File: src/rtl/parity_frame_rx.sv
// parity_frame_rx: serial frame receiver (start, DATA_W data LSB first, parity, stop) with a one-deep output slot.
// Define PARITY_FRAME_RX_ERRCNT_EN to add cnt_clr/err_cnt, a saturating count of frames loaded with an error.
module parity_frame_rx #(
  parameter int DATA_W = 3,
  parameter bit ODD    = 0
) (
  input  logic              clk,
  input  logic              rst_n,
`ifdef PARITY_FRAME_RX_ERRCNT_EN
  input  logic              cnt_clr,
  output logic [7:0]        err_cnt,
`endif
  input  logic              rx_in,
  input  logic              bit_en,
  output logic [DATA_W-1:0] m_data,
  output logic              m_valid,
  input  logic              m_ready,
  output logic              par_err,
  output logic              frm_err,
  output logic              overrun
);
  localparam int CW = DATA_W > 1 ? $clog2(DATA_W) : 1;
  typedef enum logic [1:0] {IDLE, DATA, PAR, STOP} state_t;
  state_t            r_state, w_next;
  logic [CW-1:0]     r_cnt;
  logic [DATA_W-1:0] r_shift, r_data;
  logic              r_acc, r_perr, r_valid, r_par, r_frm, r_ovr;
  logic              w_last, w_done, w_free, w_load;
  always_ff @(posedge clk or negedge rst_n)
    if (!rst_n) r_state <= IDLE;
    else        r_state <= w_next;
  always_comb
    w_next = !bit_en           ? r_state :
             r_state == IDLE   ? (rx_in ? IDLE : DATA) :
             r_state == DATA   ? (w_last ? PAR : DATA) :
             r_state == PAR    ? STOP : IDLE;
  // Slot is free if empty or being drained on this same edge.
  always_comb begin
    w_last = r_cnt == CW'(DATA_W - 1);
    w_done = bit_en && r_state == STOP;
    w_free = !r_valid || m_ready;
    w_load = w_done && w_free;
  end
  always_ff @(posedge clk or negedge rst_n)
    if (!rst_n) begin
      r_cnt   <= '0;
      r_acc   <= 1'b0;
      r_shift <= '0;
      r_perr  <= 1'b0;
      r_data  <= '0;
      r_par   <= 1'b0;
      r_frm   <= 1'b0;
      r_valid <= 1'b0;
      r_ovr   <= 1'b0;
    end else begin
      if (bit_en && r_state == IDLE && !rx_in) begin
        r_cnt <= '0;
        r_acc <= 1'b0;
      end
      if (bit_en && r_state == DATA) begin
        r_shift <= DATA_W'({rx_in, r_shift} >> 1);
        r_acc   <= r_acc ^ rx_in;
        r_cnt   <= r_cnt + CW'(1);
      end
      if (bit_en && r_state == PAR) r_perr <= (r_acc ^ rx_in) != ODD;
      if (w_load) begin
        r_data <= r_shift;
        r_par  <= r_perr;
        r_frm  <= !rx_in;
      end
      r_valid <= w_load || (r_valid && !m_ready);
      r_ovr   <= w_done && !w_free;
    end
  assign m_data  = r_data;
  assign m_valid = r_valid;
  assign par_err = r_par;
  assign frm_err = r_frm;
  assign overrun = r_ovr;
`ifdef PARITY_FRAME_RX_ERRCNT_EN
  logic [7:0] r_err_cnt;
  always_ff @(posedge clk or negedge rst_n)
    if (!rst_n) r_err_cnt <= '0;
    else if (cnt_clr) r_err_cnt <= '0;
    else if (w_load && (r_perr || !rx_in) && r_err_cnt != 8'hFF) r_err_cnt <= r_err_cnt + 8'd1;
  assign err_cnt = r_err_cnt;
`else
`endif
endmodule
File: config.mk
export PLATFORM = sky130hd
export DESIGN_NAME = parity_frame_rx
export DESIGN_NICKNAME = d
export VERILOG_FILES = /design/src/rtl/parity_frame_rx.sv
export SDC_FILE = /design/constraint.sdc
export NUM_CORES = 1
export LEC_CHECK = 0
export ABC_AREA = 0
export CAP_MARGIN = 10
export CORE_MARGIN = 1.5
export CORE_UTILIZATION = 49
export DETAILED_ROUTE_END_ITERATION = 16
export PLACE_DENSITY = 0.79
export SLEW_MARGIN = 20
export SYNTH_ARGS = -nofsm -noshare
export SYNTH_HDL_FRONTEND = slang
export SYNTH_SLANG_ARGS = --single-unit
File: constraint.sdc
create_clock -name clk -period 1.57 [get_ports clk]
set_input_delay 0.314 -clock clk [delete_from_list [all_inputs] [get_ports clk]]
set_output_delay 0.314 -clock clk [all_outputs]
set_load 0.01 [all_outputs]
==> run metrics <==
outcome completed; cell family with most CP delay buffers and inverters; Final Power 1.551 mW; Worst Hold Class in2async; via count 461; RR Endpoint m_data[1]; die width approximately 41 um; Yosys top cell area share 57.25%; antenna diode count 0; clk slew on worst S/H paths 0.08 ns; antenna violations before repair 0; TritonCTS clock tree done; Hold Fails Final Rpt 0; critical path startpoint category register; yosys warns 0; WHS between 0.3 and 0.4 ns; register area share after synthesis ~57%; RSZ-0062 raised after global routing no; syn_nets 62; CP bufs+invs 1; core box area 0.001318 mm^2; FP Rows 13; final net count 81; Reg area 400.4 um^2; CP Capture Type primary output; DR vias/cell 5.239; Routed wire per std cell 12.76 um; proportion of layout cells with a drive suffix above 1 around a quarter; WL final 1123 um; CTS root buf clkbuf_4; total grt overflow 0; fillers 99; DRC errors left 0; number of synthesized register bits 16; cell type with the highest aggregate area in the netlist dfrtp_1; setup bufs post-CTS 0; Post-DP Area between 800 and 900 um^2; Tightest Pin Transition ~0.27 ns; Die Height 40.78 um; Setup CP Type reg2out; PwrDens 1776 mW/mm^2; CTS Buf Count 3; Syn Area/Cell ~12 um^2; Die ar. between 0.0015 and 0.002 mm^2; VDD IR max 0.9929 mV; Post-DRT Antenna Nets 0; fin crit period roughly 1.5 ns; critical path peak fanout 2; Reg2Reg Setup Slack 0.27 ns; crit-path cells clkdlybuf4s50_1; TritonCTS Sinks 16; FMAX 672.5 MHz; Cells after Synth 56; Starting Density a little over half; max-slew violations 0; CP peak stage delay 0.54 ns; setup violators final 0; RD Place Congestion 0.6600; post-DP HPWL approximately 850 um; Worst Path Required 1.26 ns; slew margin rel. 81.82%; Area growth, synth to finish 24.87%; CTS max path bufs 2; area of the multi-input gates 269.0 um^2; H-tree Lvls 1; Post-CTS Hold Buffers 0; Skew-Pair Late Insertion Delay 0.28 ns; largest net degree at the start of global routing 17; synth unique cells 20; first-pass GRT wire length 1773 um; Slowest-stage cell, CP clkdlybuf4s50_1; Worst Skew 0.0007596 ns; DRT iter0 DRCs 9; Port-buffer cells 11; final period utilization a little over nine tenths; top cells by area, synth dfrtp_1 57%, mux2_2 11%, o21ai_0 5.0%, nand3b_4 2.9%, nand2_1 2.7%; global-route usage over all layers about 17%; drt first pass iters 4; CP arrival 1.17 ns; I/O Pins 12; setup ws final between 0.08 and 0.09 ns; Mapped Area approximately 700 um^2; pre-CTS setup slack -0.06671 ns; leak pwr 0.4184 nW; post-route cell area between 800 and 900 um^2; Max-Cap Viols 0; vias in the first global route 427; Reg2Reg Depth 3; PostCTS Resize Cnt 0
-- synthesized netlist by cell type, drive strengths merged --
library cell,number
a31oi,1
a21o,1
o2bb2ai,1
dfrtp,16
o21ai,7
mux2,7
nand3,1
mux2i,1
ha,1
a41oi,1
nor2,2
buf,2
and2b,1
nand2b,1
xnor2,1
nand2,5
nor2b,1
inv,4
a22o,1
nand3b,1
-- layer usage --
metal | vias to the layer above | wire length (um) | part of all wire, % | GRT usage [%]
met1 | 216 | 544 | 48 | 21.18
li1 | 228 | - | - | -
met3 | 4 | 45 | 4.0 | 3.261
met2 | 13 | 514 | 46 | 26.95
met4 | 0 | 19 | 1.7 | 10.00
met5 | - | 0 | 0 | 0
-- sequential cells by signal, indices dropped and copies added (netlist names), named ones only --
name	count
m_data	3
r_shift	3
r_cnt	2
frm_err	1
m_valid	1
overrun	1
par_err	1
r_acc	1
r_perr	1
r_state	1
-- layout by cell type, fill, tap and decap left out, types with 2 or more instances in the layout --
cell	netlist	layout
buf_4	2	5
clkbuf_4	0	3
clkdlybuf4s50_1	0	11
dfrtp_1	16	16
inv_1	4	4
mux2_2	7	7
nand2_1	5	5
nor2_1	2	2
o21ai_0	7	7
-- where the power goes --
| part | internal (mW) | switching [mW] |
|---|---|---|
| Sequential | 0.593 | 0.127 |
| Combinational | 0.372 | 0.256 |
| Clock | 0.0889 | 0.115 |
| Total | 1.05 | 0.498 |
-- cells by family (layout without fill, tap and decap cells) --
kind of cell,after synthesis,count (layout),synth area share [%]
flops,16,16,57.24
mux,8,8,12.70
simple gates,12,12,11.99
xor+xnor,1,1,1.252
compound gates,12,12,10.73
fa+ha+maj,1,1,1.789
buf+inv,6,23,4.292
-- metrics by stage --
step | util, % | instances | TNS [ns]
after floorplan | - | 56 | 0
after global placement | 64.58 | 85 | -0.09203
after detailed placement | 64.58 | 85 | -0.3109
after CTS | 66.29 | 88 | 0
after global routing | 66.29 | 88 | 0
final | 66.29 | 88 | 0
-- worst max path at each step --
stage                  from        end  slack (ns)  depth (start not counted)
finish              frm_err    frm_err        0.08                          1
global route        m_valid    m_valid        0.03                          1
CTS                 frm_err    frm_err        0.07                          1
detailed placement   bit_en  m_data[1]       -0.07                          4
global placement     bit_en  m_data[2]       -0.03                          4
floorplan            bit_en    frm_err        0.38                          4
-- cell type report --
type                    count  area share (%)
flip-flops and latches     16           45.85
clock buffers               3           2.579
repair buffers             16           16.91
multi-input cells          34           30.80
inverters                   4           1.719
well taps                  15           2.149
Note: power is estimated with default switching activity, not from simulation.
